### src/rtl/translation_request_engine.sv
// Round-robin multi-slot TLB-miss servicer: AXI-Lite vaddr read, QDMA H2C bypass descriptor, optional replay write.
// Optional feature macro: TRANS_REQ_PAGE_ALIGN_EN (forces raddr[11:0] to zero).
module translation_request_engine #(
    parameter int          ADDR_WIDTH     = 64,
    parameter int          DATA_WIDTH     = 64,
    parameter int          NUM_SLOTS      = 4,
    parameter logic [63:0] MISS_BASE_ADDR = 64'h0000_0000_0100_0020,
    parameter int          SLOT_STRIDE    = 8,
    parameter logic [63:0] REPLAY_ADDR    = 64'h0000_0000_0100_0000,
    parameter logic [63:0] REPLAY_DATA    = 64'h0000_0000_0000_0100,
    parameter int          VADDR_BITS     = 48,
    parameter logic [15:0] DESCR_LEN      = 16'd8,
    parameter logic [10:0] DESCR_QID      = 11'd1,
    parameter int          TIMEOUT_CYCLES = 1024,
    localparam int         SW             = (NUM_SLOTS > 1) ? $clog2(NUM_SLOTS) : 1
) (
    input  logic                    clk,
    input  logic                    areset,
    input  logic                    ats,
    input  logic [NUM_SLOTS-1:0]    tlb_miss,
    input  logic [NUM_SLOTS-1:0]    cache_overlap,
    output logic                    m_h2c_byp_in_st_vld,
    input  logic                    m_h2c_byp_in_st_rdy,
    output logic [63:0]             m_h2c_byp_in_raddr,
    output logic [15:0]             m_h2c_byp_in_cidx,
    output logic [1:0]              m_h2c_byp_in_at,
    output logic                    m_h2c_byp_in_sop,
    output logic                    m_h2c_byp_in_eop,
    output logic                    m_h2c_byp_in_error,
    output logic [7:0]              m_h2c_byp_in_func,
    output logic                    m_h2c_byp_in_mrkr_req,
    output logic                    m_h2c_byp_in_no_dma,
    output logic [2:0]              m_h2c_byp_in_port_id,
    output logic                    m_h2c_byp_in_sdi,
    output logic [15:0]             m_h2c_byp_in_len,
    output logic [10:0]             m_h2c_byp_in_qid,
    output logic [ADDR_WIDTH-1:0]   m00_axi_awaddr,
    output logic [2:0]              m00_axi_awprot,
    output logic                    m00_axi_awvalid,
    input  logic                    m00_axi_awready,
    output logic [DATA_WIDTH-1:0]   m00_axi_wdata,
    output logic [DATA_WIDTH/8-1:0] m00_axi_wstrb,
    output logic                    m00_axi_wvalid,
    input  logic                    m00_axi_wready,
    input  logic [1:0]              m00_axi_bresp,
    input  logic                    m00_axi_bvalid,
    output logic                    m00_axi_bready,
    output logic [ADDR_WIDTH-1:0]   m00_axi_araddr,
    output logic [2:0]              m00_axi_arprot,
    output logic                    m00_axi_arvalid,
    input  logic                    m00_axi_arready,
    input  logic [DATA_WIDTH-1:0]   m00_axi_rdata,
    input  logic [1:0]              m00_axi_rresp,
    input  logic                    m00_axi_rvalid,
    output logic                    m00_axi_rready,
    output logic                    busy,
    output logic [SW-1:0]           cur_slot,
    output logic [15:0]             err_count,
    output logic                    timeout_flag
);

    typedef enum logic [2:0] {
        S_IDLE  = 3'd0,
        S_AR    = 3'd1,
        S_R     = 3'd2,
        S_DESCR = 3'd3,
        S_WR    = 3'd4,
        S_B     = 3'd5,
        S_DONE  = 3'd6
    } state_t;

    state_t                 r_state;
    logic [SW-1:0]          r_cur_slot;
    logic [SW-1:0]          r_last;
    logic [NUM_SLOTS-1:0]   r_served;
    logic [NUM_SLOTS-1:0]   r_overlap_q;
    logic                   r_ovl;
    logic                   r_arvalid, r_rready, r_st_vld, r_awvalid, r_wvalid, r_bready;
    logic [ADDR_WIDTH-1:0]  r_araddr, r_awaddr;
    logic [DATA_WIDTH-1:0]  r_wdata;
    logic [63:0]            r_raddr;
    logic [15:0]            r_err;
    logic [31:0]            r_tmo_cnt;
    logic                   r_timeout;

    logic [NUM_SLOTS-1:0]   w_elig;
    logic                   w_found;
    logic [SW-1:0]          w_pick;
    logic [63:0]            w_vaddr;
    logic                   w_unused;

    function automatic logic [15:0] sat_inc(input logic [15:0] v);
        return (v == 16'hFFFF) ? v : v + 16'd1;
    endfunction

    assign w_elig   = tlb_miss & ~r_served;
    assign w_unused = ^m00_axi_rdata;

    // Round-robin pick: descending scan so the nearest slot after r_last wins.
    always_comb begin
        w_found = 1'b0;
        w_pick  = '0;
        for (int k = NUM_SLOTS; k >= 1; k--) begin
            int idx;
            idx     = int'(r_last) + k;
            idx     = (idx >= NUM_SLOTS) ? idx - NUM_SLOTS : idx;
            w_found = w_found | w_elig[idx];
            w_pick  = w_elig[idx] ? SW'(idx) : w_pick;
        end
    end

    // Translation address taken from the read data, zero-extended above VADDR_BITS.
    always_comb begin
        w_vaddr = 64'(m00_axi_rdata[VADDR_BITS-1:0]);
`ifdef TRANS_REQ_PAGE_ALIGN_EN
        w_vaddr[11:0] = 12'h000;
`else
        w_vaddr[11:0] = m00_axi_rdata[11:0];
`endif
    end

    // Sequencer, served tracking, error counter and response timeout.
    always_ff @(posedge clk) begin
        if (areset) begin
            r_state     <= S_IDLE;
            r_cur_slot  <= '0;
            r_last      <= SW'(NUM_SLOTS - 1);
            r_served    <= '0;
            r_overlap_q <= '0;
            r_ovl       <= 1'b0;
            r_arvalid   <= 1'b0;
            r_rready    <= 1'b0;
            r_st_vld    <= 1'b0;
            r_awvalid   <= 1'b0;
            r_wvalid    <= 1'b0;
            r_bready    <= 1'b0;
            r_araddr    <= '0;
            r_awaddr    <= '0;
            r_wdata     <= '0;
            r_raddr     <= 64'd0;
            r_err       <= 16'd0;
            r_tmo_cnt   <= 32'd0;
            r_timeout   <= 1'b0;
        end else begin
            r_overlap_q <= cache_overlap;
            for (int i = 0; i < NUM_SLOTS; i++) begin
                if (!tlb_miss[i]) begin
                    r_served[i] <= 1'b0;
                end else if (r_state == S_DONE && int'(r_cur_slot) == i) begin
                    r_served[i] <= 1'b1;
                end
            end
            case (r_state)
                S_IDLE: begin
                    if (ats && w_found) begin
                        r_cur_slot <= w_pick;
                        r_araddr   <= ADDR_WIDTH'(MISS_BASE_ADDR + 64'(w_pick) * 64'(SLOT_STRIDE));
                        r_arvalid  <= 1'b1;
                        r_state    <= S_AR;
                    end
                end
                S_AR: begin
                    if (m00_axi_arready) begin
                        r_arvalid <= 1'b0;
                        r_rready  <= 1'b1;
                        r_tmo_cnt <= 32'd0;
                        r_state   <= S_R;
                    end
                end
                S_R: begin
                    if (m00_axi_rvalid) begin
                        r_rready <= 1'b0;
                        r_ovl    <= r_overlap_q[r_cur_slot];
                        if (m00_axi_rresp != 2'b00) begin
                            r_err   <= sat_inc(r_err);
                            r_state <= S_DONE;
                        end else begin
                            r_raddr  <= w_vaddr;
                            r_st_vld <= 1'b1;
                            r_state  <= S_DESCR;
                        end
                    end
                end
                S_DESCR: begin
                    if (m_h2c_byp_in_st_rdy) begin
                        r_st_vld <= 1'b0;
                        if (r_ovl) begin
                            r_awaddr  <= ADDR_WIDTH'(REPLAY_ADDR);
                            r_wdata   <= DATA_WIDTH'(REPLAY_DATA | 64'(r_cur_slot));
                            r_awvalid <= 1'b1;
                            r_wvalid  <= 1'b1;
                            r_state   <= S_WR;
                        end else begin
                            r_state <= S_DONE;
                        end
                    end
                end
                S_WR: begin
                    // Each channel retires on its own handshake; move on once neither is still pending.
                    if (r_awvalid && m00_axi_awready) r_awvalid <= 1'b0;
                    if (r_wvalid && m00_axi_wready) r_wvalid <= 1'b0;
                    if (!(r_awvalid && !m00_axi_awready) && !(r_wvalid && !m00_axi_wready)) begin
                        r_bready  <= 1'b1;
                        r_tmo_cnt <= 32'd0;
                        r_state   <= S_B;
                    end
                end
                S_B: begin
                    if (m00_axi_bvalid) begin
                        r_bready <= 1'b0;
                        if (m00_axi_bresp != 2'b00) r_err <= sat_inc(r_err);
                        r_state <= S_DONE;
                    end
                end
                S_DONE: begin
                    r_last  <= r_cur_slot;
                    r_state <= S_IDLE;
                end
                default: r_state <= S_IDLE;
            endcase
            if ((r_state == S_R && !m00_axi_rvalid) || (r_state == S_B && !m00_axi_bvalid)) begin
                if (r_tmo_cnt < 32'(TIMEOUT_CYCLES)) r_tmo_cnt <= r_tmo_cnt + 32'd1;
                if (r_tmo_cnt == 32'(TIMEOUT_CYCLES - 1)) r_timeout <= 1'b1;
            end
        end
    end

    assign m_h2c_byp_in_st_vld   = r_st_vld;
    assign m_h2c_byp_in_raddr    = r_raddr;
    assign m_h2c_byp_in_cidx     = 16'd1;
    assign m_h2c_byp_in_at       = 2'd1;
    assign m_h2c_byp_in_sop      = 1'b1;
    assign m_h2c_byp_in_eop      = 1'b1;
    assign m_h2c_byp_in_error    = 1'b0;
    assign m_h2c_byp_in_func     = 8'd0;
    assign m_h2c_byp_in_mrkr_req = 1'b0;
    assign m_h2c_byp_in_no_dma   = 1'b0;
    assign m_h2c_byp_in_port_id  = 3'd2;
    assign m_h2c_byp_in_sdi      = 1'b0;
    assign m_h2c_byp_in_len      = DESCR_LEN;
    assign m_h2c_byp_in_qid      = DESCR_QID;
    assign m00_axi_awaddr        = r_awaddr;
    assign m00_axi_awprot        = 3'd0;
    assign m00_axi_awvalid       = r_awvalid;
    assign m00_axi_wdata         = r_wdata;
    assign m00_axi_wstrb         = '1;
    assign m00_axi_wvalid        = r_wvalid;
    assign m00_axi_bready        = r_bready;
    assign m00_axi_araddr        = r_araddr;
    assign m00_axi_arprot        = 3'd0;
    assign m00_axi_arvalid       = r_arvalid;
    assign m00_axi_rready        = r_rready;
    assign busy                  = (r_state != S_IDLE);
    assign cur_slot              = r_cur_slot;
    assign err_count             = r_err;
    assign timeout_flag          = r_timeout;

endmodule
### config.mk
export PLATFORM = sky130hd
export DESIGN_NAME = translation_request_engine
export DESIGN_NICKNAME = d
export VERILOG_FILES = /design/src/rtl/translation_request_engine.sv
export SDC_FILE = /design/constraint.sdc
export NUM_CORES = 1
export LEC_CHECK = 0
export BUFFER_PORTS_ARGS = -buffer_cell sky130_fd_sc_hd__buf_2
export CAP_MARGIN = 20
export CELL_PAD_IN_SITES_DETAIL_PLACEMENT = 1
export CELL_PAD_IN_SITES_GLOBAL_PLACEMENT = 1
export CORE_AREA = 2 2 173 175
export DETAILED_ROUTE_END_ITERATION = 16
export DIE_AREA = 0 0 175 177
export PLACE_DENSITY_LB_ADDON = 0.15
export SETUP_SLACK_MARGIN = 0.4
export SYNTH_ARGS = -nofsm -noshare
export SYNTH_HDL_FRONTEND = slang
export SYNTH_SLANG_ARGS = --single-unit
export TNS_END_PERCENT = 20
### constraint.sdc
create_clock -name clk -period 4.1 [get_ports clk]
set_clock_uncertainty 0.1 [all_clocks]
set_input_delay 0.82 -clock clk [delete_from_list [all_inputs] [get_ports clk]]
set_output_delay 0.82 -clock clk [all_outputs]
set_load 0.005 [all_outputs]
# Yosys cells after proc, flatten, opt, wreduce, memory -nomap -nowiden
# Cells that the tools add are included.
[word_totals]
word_cells = 184
output_inout_bits = 358
regBits = 187
[op_classes]
bitwise_logic = 10
order_cmp = 10
reduce_logical = 47
n_mux = 61
add_sub_neg = 11
n_eq_ne = 23
[ops]
columns = ["operator", "count"]
rows = [
  ["$mux W32", 8],
  ["$lt A32 B4 Y1 const B", 4],
  ["$mux W16", 5],
  ["$pmux W32 S2", 1],
  ["$add A32 B1 Y32 const B", 1],
  ["$eq A32 B10 Y1 const B", 1],
  ["$lt A32 B11 Y1 const B", 1],
  ["$pmux W16 S2", 1],
  ["$add A25 B5 Y26 const A", 1],
  ["$ne A2 B2 Y1 const B", 12],
  ["$mux W1", 22],
  ["$mux W3", 7],
  ["$pmux W3 S6", 1],
  ["$add A16 B1 Y16 const B", 1],
  ["$eq A16 B16 Y1 const B", 1],
  ["$reduce_bool A2 Y1", 8],
  ["$reduce_and A3 Y1", 5],
  ["$logic_and A1 B1 Y1", 12],
  ["$pmux W1 S2", 6],
  ["$reduce_and A4 Y1", 3],
  ["$sub A3 B3 Y4 const B", 3],
  ["$bmux W1 S2", 5],
  ["$mux W2", 5],
  ["$eq A3 B3 Y1 const B", 3],
  ["24 further kinds", 45],
]

# Logic depth before layout (Yosys ltp)
[logic_depth]
depth_word = 12
ltp_mapped = 8
mapped_depth_nobuf = 6

# Least setup slack after synthesis
# OpenSTA, ideal clock, no wires.
[synth_timing]
path_type = "input to register"
startpoint = "in m00_axi_rvalid"
endpoint = "reg r_tmo_cnt[5]"
setup_time_ns = 0.070
arrival_time_ns = 2.048
path_slack_ns = 1.882
t_required_ns = 3.930
path_buffers = 0
stages = 4
path_cell_list = "o22a_4 > or3_4 > or4_1 > a21oi_1"
[synth_via]
elab_chain_len = 4
[synth_rtl]
columns = ["item", "line", "source"]
rows = [
  ["from (decl)", "54", "input logic m00_axi_rvalid,"],
  ["$logic_not A1 Y1", "221", "if ((r_state == S_R && !m00_axi_rvalid) || (r_state == S_B && !m00_axi_bvalid)) begin"],
  ["$logic_and A1 B1 Y1", "221", ""],
  ["$logic_or A1 B1 Y1", "221", ""],
  ["$mux W32", "221", ""],
  ["to (signal assigned)", "222", "if (r_tmo_cnt < 32'(TIMEOUT_CYCLES)) r_tmo_cnt <= r_tmo_cnt + 32'd1;"],
  ["to (decl)", "83", "logic [31:0] r_tmo_cnt;"],
]
# No other way between the ends.
# A chain may end at the register's enable or synchronous reset.

# Worst setup path in the final report
[layout_timing]
startpoint = "reg r_state[1]"
endpoint = "reg r_tmo_cnt[5]"
[layout_via]
elab_chain_len = 4
word_cells_on_any_way = 10
cone_classes = "eq/ne: 4; mux: 3; reduce/logical: 3"
[layout_rtl]
columns = ["item", "line", "source"]
rows = [
  ["from (decl)", "72", "state_t r_state;"],
  ["from (signal assigned)", "125", "r_state <= S_IDLE;"],
  ["from (signal assigned)", "159", "r_state <= S_AR;"],
  ["from (signal assigned)", "167", "r_state <= S_R;"],
  ["$eq A3 B3 Y1 (tied with other cells)", "153", "case (r_state)"],
  ["$pmux W32 S2 or $logic_and A1 B1 Y1 (tied branches)", "153, 221", ""],
  ["$mux W32 or $logic_or A1 B1 Y1 (tied branches)", "222, 221", ""],
  ["$mux W32 (*)", "221", ""],
]
# Mark *: on every way between the ends. The rest lies on a longest branch, timed or not.

==> results.tsv <==
metric	value	unit
commonest non-fill, non-tap cell in the layout	conb_1	
Remaining DRCs	0	
maxcap violations	0	
Final GP Congestion	0.698	
predominant post-synthesis flop cell	dfxtp_1	
vias post-DR	5062	
I/O pin count	443	
CP Max Fanout	12	
outcome	finished clean	
Filler Cell Count	3632	
final instance area	7550	um^2
Buf/Inv on CP	0	
Non-Filler Instances	1377	
CP Cell Sequence	or3b_4, o22a_4, or3_4, or4_1, a21oi_1	
TritonRoute pass-1 iters	4	
Seq cells post-synth	123	
worst stage delay on the critical path	540	ps
Initial Util	23.4	%
Vias/cell	3.68	
leakage power	0.00349	uW
H-Tree Depth	4	
Async SR Flop Fraction	0	%
DRT antenna net count	0	
Fin. Hold Viols	0	
Pwr Total	3450	uW
Net count, final	1061	
DRT iter0 DRCs	147	
clock buffer depth	2	
WL final	17400	um
Congestion Overflow GR	0	
clk sinks	123	
Max VDD drop	0.000277	V
Arr. time, crit path	2790	ps
Antenna Cells	0	
Setup crit start kind	register	
total CTS buffers	17	
layout cells sized above 1	19.7	%
Final period util	62.3	%
WL/cell	12.6	um
Power Density	457	nW/um^2
synthesized area	6860	um^2
PortBufs	150	
Post-Syn Instances	837	
placed instance area	6920	um^2
Clock transition at path regs	60	ps
endpoint class of the critical path	register	
unrepaired setup endpoints after global routing	no	
Setup Fix Bufs, Post-CTS	0	
Hold Path Class	register to register	
post-synthesis area per instance	8.19	um^2
register area share after synthesis	35.9	%
Setup CP Type	register to register	
commonest non-fill, non-tap cells in the layout	276 x conb_1, 149 x buf_2, 123 x dfxtp_1	
CP required	4340	ps
vias in the first global route	4614	
CTS tree	yes	
largest net degree at the start of global routing	62	
die height	177	um
row cnt	63	
met1 Usage GRT	13.6	%
fin crit period	2550	ps
clock root buffer	clkbuf_16	
setup violators final	0	
Die ar.	31000	um^2
Most Crowded Layer GR	met2	
Fmax	392	MHz
CTS Hold Bufs	0	
YS warnings	0	
clock latency at the later pin of the worst-skew pair	410	ps
global-route wire length before repair	26200	um
Core ar.	29200	um^2
Fin Setup TNS	0	ps
met2 Usage GRT	18.3	%
initial antenna violation count	1	
Place WS	1350	ps
slew margin rel.	49.6	%
worst-margin pin slew	746	ps
Slowest-stage cell, CP	dfxtp_1	
met3 Resource Use GR	2.99	%
gr usage total	10.8	%
CP top delay family	simple AND/OR/NAND/NOR gates	
post-synth cell types	47	
Final Slew Violations	0	
area grow syn2layout	10.1	%
post-CTS sizing	0	
EDFF count, synth	0	
# placed instances	1343	
hpwl dp	12700	um
Die X	175	um
Worst Slack Setup Final	1550	ps
-- worst min-delay path: stages (launching register included) --
cell     delay, ps
dfxtp_1        300
nand2_1         50
a21oi_1         50
-- area by class of cell --
class | instances | area (um^2) | area share (%)
Clock buffer | 19 | 453 | 6.00
Clock inverter | 13 | 143 | 1.89
Inverter | 11 | 41.3 | 0.547
Multi-Input combinational cell | 666 | 3160 | 41.8
Sequential cell | 123 | 2460 | 32.6
Tap cell | 390 | 488 | 6.47
Timing Repair Buffer | 155 | 803 | 10.6
-- metal layers --
metal / vias to the layer above / wire [um]
met4: 2 / 155
met2: 226 / 8420
li1: 2473 / -
met5: - / 13
met1: 2348 / 7610
met3: 13 / 1180
-- stage by stage --
stage | hold WS [ps] | util, %
after floorplan | 330 | -
after global placement | 341 | 23.7
after detailed placement | 345 | 23.7
after CTS | 355 | 25.7
final | 350 | 25.8
after global routing | 368 | 25.8
-- cell families after synthesis --
group / synth area share [%]
AOI/OAI and AO/OA: 10.5
xor gates and xnor gates: 0.511
adders and majority gates: 0.365
buffers and inverters: 33.2
DFF: 35.9
muxes: 1.64
other: 0.110
and+or+nand+nor: 17.8
-- worst paths after layout --
| path | start | to | slack (ps) | depth (start not counted) |
|---|---|---|---|---|
| max | r_state[1]$_SDFFE_PP0P_ | r_tmo_cnt[5]$_SDFF_PP0_ | 1550 | 5 |
| min | m_h2c_byp_in_raddr[17]$_SDFFE_PP0P_ | m_h2c_byp_in_raddr[17]$_SDFFE_PP0P_ | 350 | 2 |
| max reg2reg | r_state[1]$_SDFFE_PP0P_ | r_tmo_cnt[5]$_SDFF_PP0_ | 1550 | 5 |
| min reg2reg | m_h2c_byp_in_raddr[17]$_SDFFE_PP0P_ | m_h2c_byp_in_raddr[17]$_SDFFE_PP0P_ | 350 | 2 |
-- registers in the layout (all words and copies together) (netlist names), 2 cells and up --
signal,cells
err_count,16
m00_axi_araddr,2
m00_axi_wdata,3
m_h2c_byp_in_raddr,48
r_last,2
r_overlap_q,4
r_served,4
r_state,3
r_tmo_cnt,32
-- Yosys cell counts, types with 3 or more instances --
cell type	n	area, um^2
buf_4	280	2100
dfxtp_1	123	2460
nand2_1	116	435
a21oi_1	79	395
clkbuf_1	29	109
nor2_1	27	101
and2_1	23	144
or3_1	18	113
o21ai_0	17	85.1
nor2b_1	12	75.1
inv_1	11	41.3
nand4_1	10	62.6
mux2i_1	9	90.1
nand3_1	8	40.0
nor4_1	7	43.8
nor3_1	6	30.0
nor3b_1	6	45.0
nand2b_1	4	25.0
o211ai_1	4	30.0
o22ai_1	4	25.0
o31ai_1	4	30.0
or4_1	4	30.0
nand3b_1	3	22.5
xnor2_1	3	26.3
-- power breakdown --
part / total, uW / switching [uW] / internal (uW)
registers: 1350 / 96.3 / 1260
logic: 561 / 346 / 215
clock network: 1540 / 606 / 931
total: 3450 / 1050 / 2400
(Power assumes the default switching activity.)
